File: config.mk
export PLATFORM = sky130hd
export DESIGN_NAME = data_channel
export DESIGN_NICKNAME = d
export VERILOG_FILES = /design/src/rtl/data_channel.sv
export SDC_FILE = /design/constraint.sdc
export NUM_CORES = 1
export LEC_CHECK = 0
export CORE_MARGIN = 2
export CORE_UTILIZATION = 52
export DETAILED_ROUTE_END_ITERATION = 6
export PLACE_DENSITY = 0.81
export RECOVER_POWER = 100
export SYNTH_ARGS = -nofsm -noshare
export SYNTH_HDL_FRONTEND = slang
export SYNTH_SLANG_ARGS = --single-unit
File: constraint.sdc
create_clock -name clk -period 1.9 [get_ports clk]
set_input_delay 0.38 -clock clk [delete_from_list [all_inputs] [get_ports clk]]
set_output_delay 0.38 -clock clk [all_outputs]
set_load 0.01 [all_outputs]
File: src/rtl/data_channel.sv
// Two-stage SECDED link: stage 1 encodes data_in into the channel register,
// stage 2 decodes it, correcting single errors and flagging double errors.
module data_channel (
    input  logic       clk,
    input  logic       rst,
    input  logic [7:0] data_in,
    output logic [7:0] data_out,
    output logic       error_detected,
    output logic       error_corrected
);

    localparam int unsigned DW = 8;
    localparam int unsigned CW = 13;
    localparam int unsigned SW = 4;

    // Channel register; kept under this name so errors can be forced onto it.
    logic [CW-1:0] received_data;

    logic [DW-1:0] data_out_q, data_out_d;
    logic          det_q, det_d;
    logic          cor_q, cor_d;

    logic [CW-1:0] enc_d;
    logic [SW-1:0] syn;
    logic          par;
    logic [DW-1:0] raw_data;
    logic [DW-1:0] data_flip;

    // Hamming(12,8) with parity at 1,2,4,8 plus overall even parity in bit 0
    always_comb begin
        enc_d     = '0;
        enc_d[3]  = data_in[0];
        enc_d[5]  = data_in[1];
        enc_d[6]  = data_in[2];
        enc_d[7]  = data_in[3];
        enc_d[9]  = data_in[4];
        enc_d[10] = data_in[5];
        enc_d[11] = data_in[6];
        enc_d[12] = data_in[7];
        enc_d[1]  = data_in[0] ^ data_in[1] ^ data_in[3] ^ data_in[4] ^ data_in[6];
        enc_d[2]  = data_in[0] ^ data_in[2] ^ data_in[3] ^ data_in[5] ^ data_in[6];
        enc_d[4]  = data_in[1] ^ data_in[2] ^ data_in[3] ^ data_in[7];
        enc_d[8]  = data_in[4] ^ data_in[5] ^ data_in[6] ^ data_in[7];
        enc_d[0]  = ^enc_d[12:1];
    end

    // Syndrome includes the stored parity bit, so zero means consistent
    always_comb begin
        syn[0] = received_data[1] ^ received_data[3] ^ received_data[5]
               ^ received_data[7] ^ received_data[9] ^ received_data[11];
        syn[1] = received_data[2] ^ received_data[3] ^ received_data[6]
               ^ received_data[7] ^ received_data[10] ^ received_data[11];
        syn[2] = received_data[4] ^ received_data[5] ^ received_data[6]
               ^ received_data[7] ^ received_data[12];
        syn[3] = received_data[8] ^ received_data[9] ^ received_data[10]
               ^ received_data[11] ^ received_data[12];
        par    = ^received_data;
        raw_data = {received_data[12], received_data[11], received_data[10],
                    received_data[9], received_data[7], received_data[6],
                    received_data[5], received_data[3]};
    end

    // Only data positions matter for the corrected word; parity-bit fixes leave data alone
    always_comb begin
        data_flip[0] = (syn == SW'(3));
        data_flip[1] = (syn == SW'(5));
        data_flip[2] = (syn == SW'(6));
        data_flip[3] = (syn == SW'(7));
        data_flip[4] = (syn == SW'(9));
        data_flip[5] = (syn == SW'(10));
        data_flip[6] = (syn == SW'(11));
        data_flip[7] = (syn == SW'(12));
    end

    always_comb begin
        data_out_d = raw_data;
        det_d      = 1'b0;
        cor_d      = 1'b0;
        if (par) begin
            det_d = 1'b1;
            if (syn <= SW'(12)) begin
                cor_d      = 1'b1;
                data_out_d = raw_data ^ data_flip;
            end
        end else if (syn != '0) begin
            det_d = 1'b1;
        end
    end

    always_ff @(posedge clk or negedge rst) begin
        if (!rst) begin
            received_data <= '0;
            data_out_q    <= '0;
            det_q         <= 1'b0;
            cor_q         <= 1'b0;
        end else begin
            received_data <= enc_d;
            data_out_q    <= data_out_d;
            det_q         <= det_d;
            cor_q         <= cor_d;
        end
    end

    assign data_out        = data_out_q;
    assign error_detected  = det_q;
    assign error_corrected = cor_q;

endmodule

# Yosys cells after proc, flatten, opt, wreduce, memory -nomap -nowiden
# Cells that the tools add are included.
[word_totals]
regBits = 23
wordCells = 55
input_bits = 10
[classes]
eq_ne = 8
bitwise = 33
magnitude_cmp = 1
n_reduce_logical = 3
n_mux = 6
[op_table]
columns = ["cell", "count"]
rows = [
  ["XOR 1 bit", 32],
  ["== test 4 bit, second input constant", 4],
  ["2-to-1 mux 8 bit", 2],
  ["parity 13 bit", 1],
  ["== test 4 x 3 -> 1 bit, second input constant", 3],
  ["parity 12 bit", 1],
  ["XOR 8 bit", 1],
  ["== test 4 x 2 -> 1 bit, second input constant", 1],
  ["less-or-equal comparator 4 bit, second input constant", 1],
  ["2-to-1 mux 1 bit", 4],
  ["nonzero test 4 bit", 1],
]

# Longest topological paths before layout
[logic_depth]
ltp_word = 9
mapped_depth = 5
ltp_nobuf = 5

# Worst setup path after synthesis
# Ideal clock, no wire load.
[synth_timing]
path_type = "reg2reg"
from = "register received_data[10]"
to = "register cor_q, in the netlist error_corrected"
t_arrival_ns = 1.578
path_buffers = 0
setup_time_ns = 0.130
period_less_slack_ns = 1.709
setup_slack_ns = 0.191
required_ns = 1.770
path_stages_with_launch = 6
cell_sequence = "dfrtp_1 -> xor2_2 -> xnor3_2 -> and2_4 -> nor4_1 -> nor3_1"
[synth_between]
elab_chain_len = 6
word_cells_on_any_way = 9
[synth_lines]
columns = ["element", "line", "text"]
rows = [
  ["start, declared", "17", "logic [CW-1:0] received_data;"],
  ["start signal, assigned", "97", "received_data <= enc_d;"],
  ["XOR 1 bit", "55", "syn[3] = received_data[8] ^ received_data[9] ^ received_data[10]"],
  ["XOR 1 bit (2 in series)", "56", "^ received_data[11] ^ received_data[12];"],
  ["less-or-equal comparator 4 bit", "81", "if (syn <= SW'(12)) begin"],
  ["2-to-1 mux 1 bit", "81", ""],
  ["2-to-1 mux 1 bit (*)", "79", "if (par) begin"],
  ["via cor_d", "21", "logic cor_q, cor_d;"],
  ["end signal, assigned", "100", "cor_q <= cor_d;"],
  ["end, declared", "21", ""],
]
# Mark *: on every way through the listed nets, which the timed path passes. The rest lies on a longest branch.

# Worst setup path in the final report
[layout_timing]
from = "register received_data[5]"
to = "register data_out_q[0], in the netlist data_out[0]"
[layout_between]
elab_chain_len = 8
word_cells_on_any_way = 14
[layout_lines]
columns = ["element", "line", "text"]
rows = [
  ["parallel branches: the longest is 7 deep, another holds less-or-equal comparator 4 bit", "n/a", ""],
  ["2-to-1 mux 8 bit (*)", "79", ""],
  ["via data_out_d[0]", "19", "logic [DW-1:0] data_out_q, data_out_d;"],
  ["end signal, assigned", "98", "data_out_q <= data_out_d;"],
  ["end, declared", "19", ""],
]
# Mark *: on every way through the listed nets, which the timed path passes.

==> results_tabular.tex <==
\begin{tabular}{lr}
\hline
Metric & Value \\
\hline
\multicolumn{2}{l}{\textbf{Clocking}} \\
Insertion delay of the later-clocked pin in the worst-skew pair & 0.31 ns \\
Hold bufs inserted after CTS & 0 \\
Post-CTS setup buffer count & 0 \\
Clock sink count & 23 \\
Clock edge transition at the registers on the reported setup and hold paths & 0.12 ns \\
CTS H-Tree Depth & 1 \\
TritonCTS clock tree & built \\
Clock buffers created by TritonCTS & 3 \\
Maximum count of clock buffers along a single path & 2 \\
Clock tree root driver cell & sky130\_fd\_sc\_hd\_\_clkbuf\_4 \\
\multicolumn{2}{l}{\textbf{Setup path}} \\
Data arrival time at the worst-slack endpoint & 2.00 ns \\
Critical path cell sequence & xnor2\_4 > xor3\_2 > nor2\_2 > o211ai\_1 > xnor2\_1 \\
Critical Path Stages & 5 \\
Combined buffer and inverter count along the critical path & 0 \\
Highest fanout seen on the critical path & 4 \\
R2R setup slack & 0.11 ns \\
Capture point of the worst reg-to-reg path & data\_out[0] \\
Family with the most delay on the worst path & XOR/XNOR gates \\
Worst setup EP type & flop \\
Origin of the critical flop-to-flop path & received\_data[5] \\
CP Launch Point & received\_data[5] \\
Biggest cell delay along the critical path & 0.48 ns \\
Worst setup path end & data\_out[0] \\
FF-to-FF path depth & 5 \\
Worst setup SP type & flop \\
Master of the slowest instance on the critical path & sky130\_fd\_sc\_hd\_\_dfrtp\_1 \\
Required time at the worst-slack endpoint & 2.11 ns \\
Critical path class & flop to flop \\
\multicolumn{2}{l}{\textbf{Flow run}} \\
Max capacitance violation total & 0 \\
\multicolumn{2}{l}{\textbf{STA}} \\
Crit path time final & 1.79 ns \\
Actual slew at the worst max-slew pin & 1.18 ns \\
Final slew viol count & 0 \\
Headroom to the max-slew limit & between 20\% and 30\% \\
Setup clock skew after layout & slightly above 0.006 ns \\
Total setup violations reported at the end of the flow & 0 \\
Period Utilization, post-route & 94.2\% \\
Final hold violations & 0 \\
Maximum frequency from static timing analysis & about 560 MHz \\
\multicolumn{2}{l}{\textbf{Synthesis}} \\
Share of synthesized cell area in and, or, nand and nor gates & roughly 7\% \\
Synth Net Count & 102 \\
Synthesized flop and latch total & 23 \\
Fraction of the mapped netlist area in compound gates & 6.92\% \\
Synthesized-area fraction occupied by adder cells & 0\% \\
Portion of the post-synthesis area used by sequential elements & 47.5\% \\
Mapped Cells & between 90 and 100 \\
Parity-gate share of the synthesized area counting xor and xnor cells & 38.2\% \\
Dominant combinational cell family by area after synthesis & XOR/XNOR gates \\
Multiplexer fraction of the synthesized cell area & 0\% \\
Syn. warnings & 0 \\
Netlist area before placement & 0.00121 mm\^{}2 \\
Post-Syn Area per Cell & 13.2 um\^{}2 \\
Distinct cells, synth & 21 \\
\multicolumn{2}{l}{\textbf{Place}} \\
Instance area after placement & 0.00152 mm\^{}2 \\
Dpl hpwl & 1580 um \\
Dpl cells & roughly 150 \\
GPL Wtd Cong & 0.910 \\
Count of buffers inserted at the top-level ports & 19 \\
\multicolumn{2}{l}{\textbf{Global route}} \\
All-Layer GR Usage & 18.0\% \\
Largest net degree at the start of global routing & 24 \\
Initial antenna violation count & 0 \\
Vias in the first global route & 813 \\
Congestion Overflow GR & 0 \\
Wire length of the first global-routing pass & 3420 um \\
\multicolumn{2}{l}{\textbf{Layout}} \\
Area growth from synthesis to final layout & 30.5\% \\
Non-filler cells in the finished layout & about 150 \\
Layout cells sized above 1 & 22.4\% \\
Leading cell types in the layout, fill and taps excluded & sky130\_fd\_sc\_hd\_\_xnor2\_1 (23), sky130\_fd\_sc\_hd\_\_dfrtp\_1 (23), sky130\_fd\_sc\_hd\_\_dlygate4sd3\_1 (19) \\
Count of nets after finishing & 136 \\
Diodes inserted & 0 \\
Area of all placed cells without fillers & 0.00158 mm\^{}2 \\
\multicolumn{2}{l}{\textbf{Power and ir drop}} \\
Power share of the combinational group & 52.1\% \\
Share of total power in sequential cells & a little over a third \\
Leak Pwr & about 0.00066 uW \\
Switching share of power & a little over a third \\
PwrDens & 1120 mW/mm\^{}2 \\
Switching power of the nets & a little over 600 uW \\
Cell-internal power & between 1000 and 1500 uW \\
Maximum vdd ir drop & 0.000611 V \\
Proportion of power drawn by the clock network & about 13\% \\
\multicolumn{2}{l}{\textbf{Die}} \\
Starting density of the core & a little over half \\
Chip Height & between 50 and 60 um \\
Placeable Area & about 0.0022 mm\^{}2 \\
DIE AREA & $\sim$0.0027 mm\^{}2 \\
Total number of placement rows & 17 \\
I/O pin total & 20 \\
Die Span X & 52.3 um \\
\multicolumn{2}{l}{\textbf{Detailed routing}} \\
Count of antenna-violating nets left after detailed routing & 0 \\
Post-Route WL & just under 2000 um \\
Iteration-0 DRC count of the detailed router & 11 \\
Mean routed wirelength per cell & 13.0 um \\
Via count normalized by instance count & between 5 and 6 \\
Length of the first detailed-routing pass in iterations & 4 \\
Routed via count & 781 \\
Number of remaining DRC errors & 0 \\
\multicolumn{2}{l}{\textbf{Outcome}} \\
Run status & finished clean \\
\multicolumn{2}{l}{\textbf{Min path}} \\
Path type of the worst min-delay path & flop to flop \\
\hline
\end{tabular}
worst min-delay path by stage:
stage	start	endpoint	slack [ns]	depth (start not counted)
CTS	rst	data_out[2]	0.40	2
global placement	received_data[5]	data_out[1]	0.53	1
finish	received_data[10]	data_out[5]	0.54	1
floorplan	rst	data_out[0]	0.08	0
global route	received_data[10]	data_out[5]	0.58	1
detailed placement	received_data[10]	data_out[5]	0.54	1
flip-flops by register name, indices dropped and copies added (netlist names):
signal / flops
data_out: 8
received_data: 13
error_corrected: 1
error_detected: 1
through the flow:
stage	total power, uW	hold slack [ns]	TNS (ns)	utilization, %	setup WS, ns
3_3_place_gp	1530	0.528	0	68.5	0.0355
5_1_grt	1890	0.579	-0.0136	71.4	-0.0126
3_5_place_dp	1560	0.536	-0.0580	68.5	-0.0572
2_1_floorplan	1240	0.0844	0	-	0.191
6_report	1770	0.545	0	71.4	0.110
4_1_cts	1790	0.401	0	70.0	0.00136
power groups by stage:
stage               logic [uW]  clock network (uW)  registers, uW
finish                     921                 222            625
global route              1010                 246            636
CTS                        930                 235            625
detailed placement         922                   0            636
global placement           897                   0            632
floorplan                  582                   0            662
cell type report:
type / instances / area [um^2]
tap: 28 / 35.0
fill: 166 / 632
clock buffer: 4 / 26.3
sequential: 23 / 576
timing repair buffer: 30 / 269
multi-input combinational: 68 / 674
synthesized netlist by cell type:
library cell	number	area, um^2
sky130_fd_sc_hd__nor3_1	5	25.0
sky130_fd_sc_hd__o31ai_1	1	7.51
sky130_fd_sc_hd__and3_1	3	18.8
sky130_fd_sc_hd__xor2_1	7	61.3
sky130_fd_sc_hd__a31oi_1	1	6.26
sky130_fd_sc_hd__xnor2_1	26	228
sky130_fd_sc_hd__o211ai_2	1	12.5
sky130_fd_sc_hd__dfrtp_1	23	576
sky130_fd_sc_hd__xnor3_2	1	23.8
sky130_fd_sc_hd__xnor2_2	3	48.8
sky130_fd_sc_hd__xor3_1	1	23.8
sky130_fd_sc_hd__xor2_2	2	32.5
sky130_fd_sc_hd__o211ai_1	7	52.6
sky130_fd_sc_hd__xnor3_1	2	45.0
sky130_fd_sc_hd__nand2_1	2	7.51
sky130_fd_sc_hd__nor2_2	1	6.26
sky130_fd_sc_hd__and2_4	2	17.5
sky130_fd_sc_hd__nor2_1	1	3.75
sky130_fd_sc_hd__a21oi_1	1	5.00
sky130_fd_sc_hd__clkbuf_1	1	3.75
sky130_fd_sc_hd__nor4_1	1	6.26
what timing repair did:
item | 4_1_cts | 5_1_grt
setup endpoints to repair | 1 | 8
gates cloned | 0 | 0
gates resized for setup | 1 | 5
layer usage:
layer	vias up	wire, um	GRT usage [%]
met3	5	95	2.57
met1	371	699	18.3
met4	0	51	12.0
met5	-	0	0
met2	27	1140	33.8
li1	378	-	-
logic make-up after synthesis:
logic type,after synthesis
simple gates,15
flops,23
buf+inv,1
compound gates,11
xor+xnor,42
(Power assumes the default switching activity.)
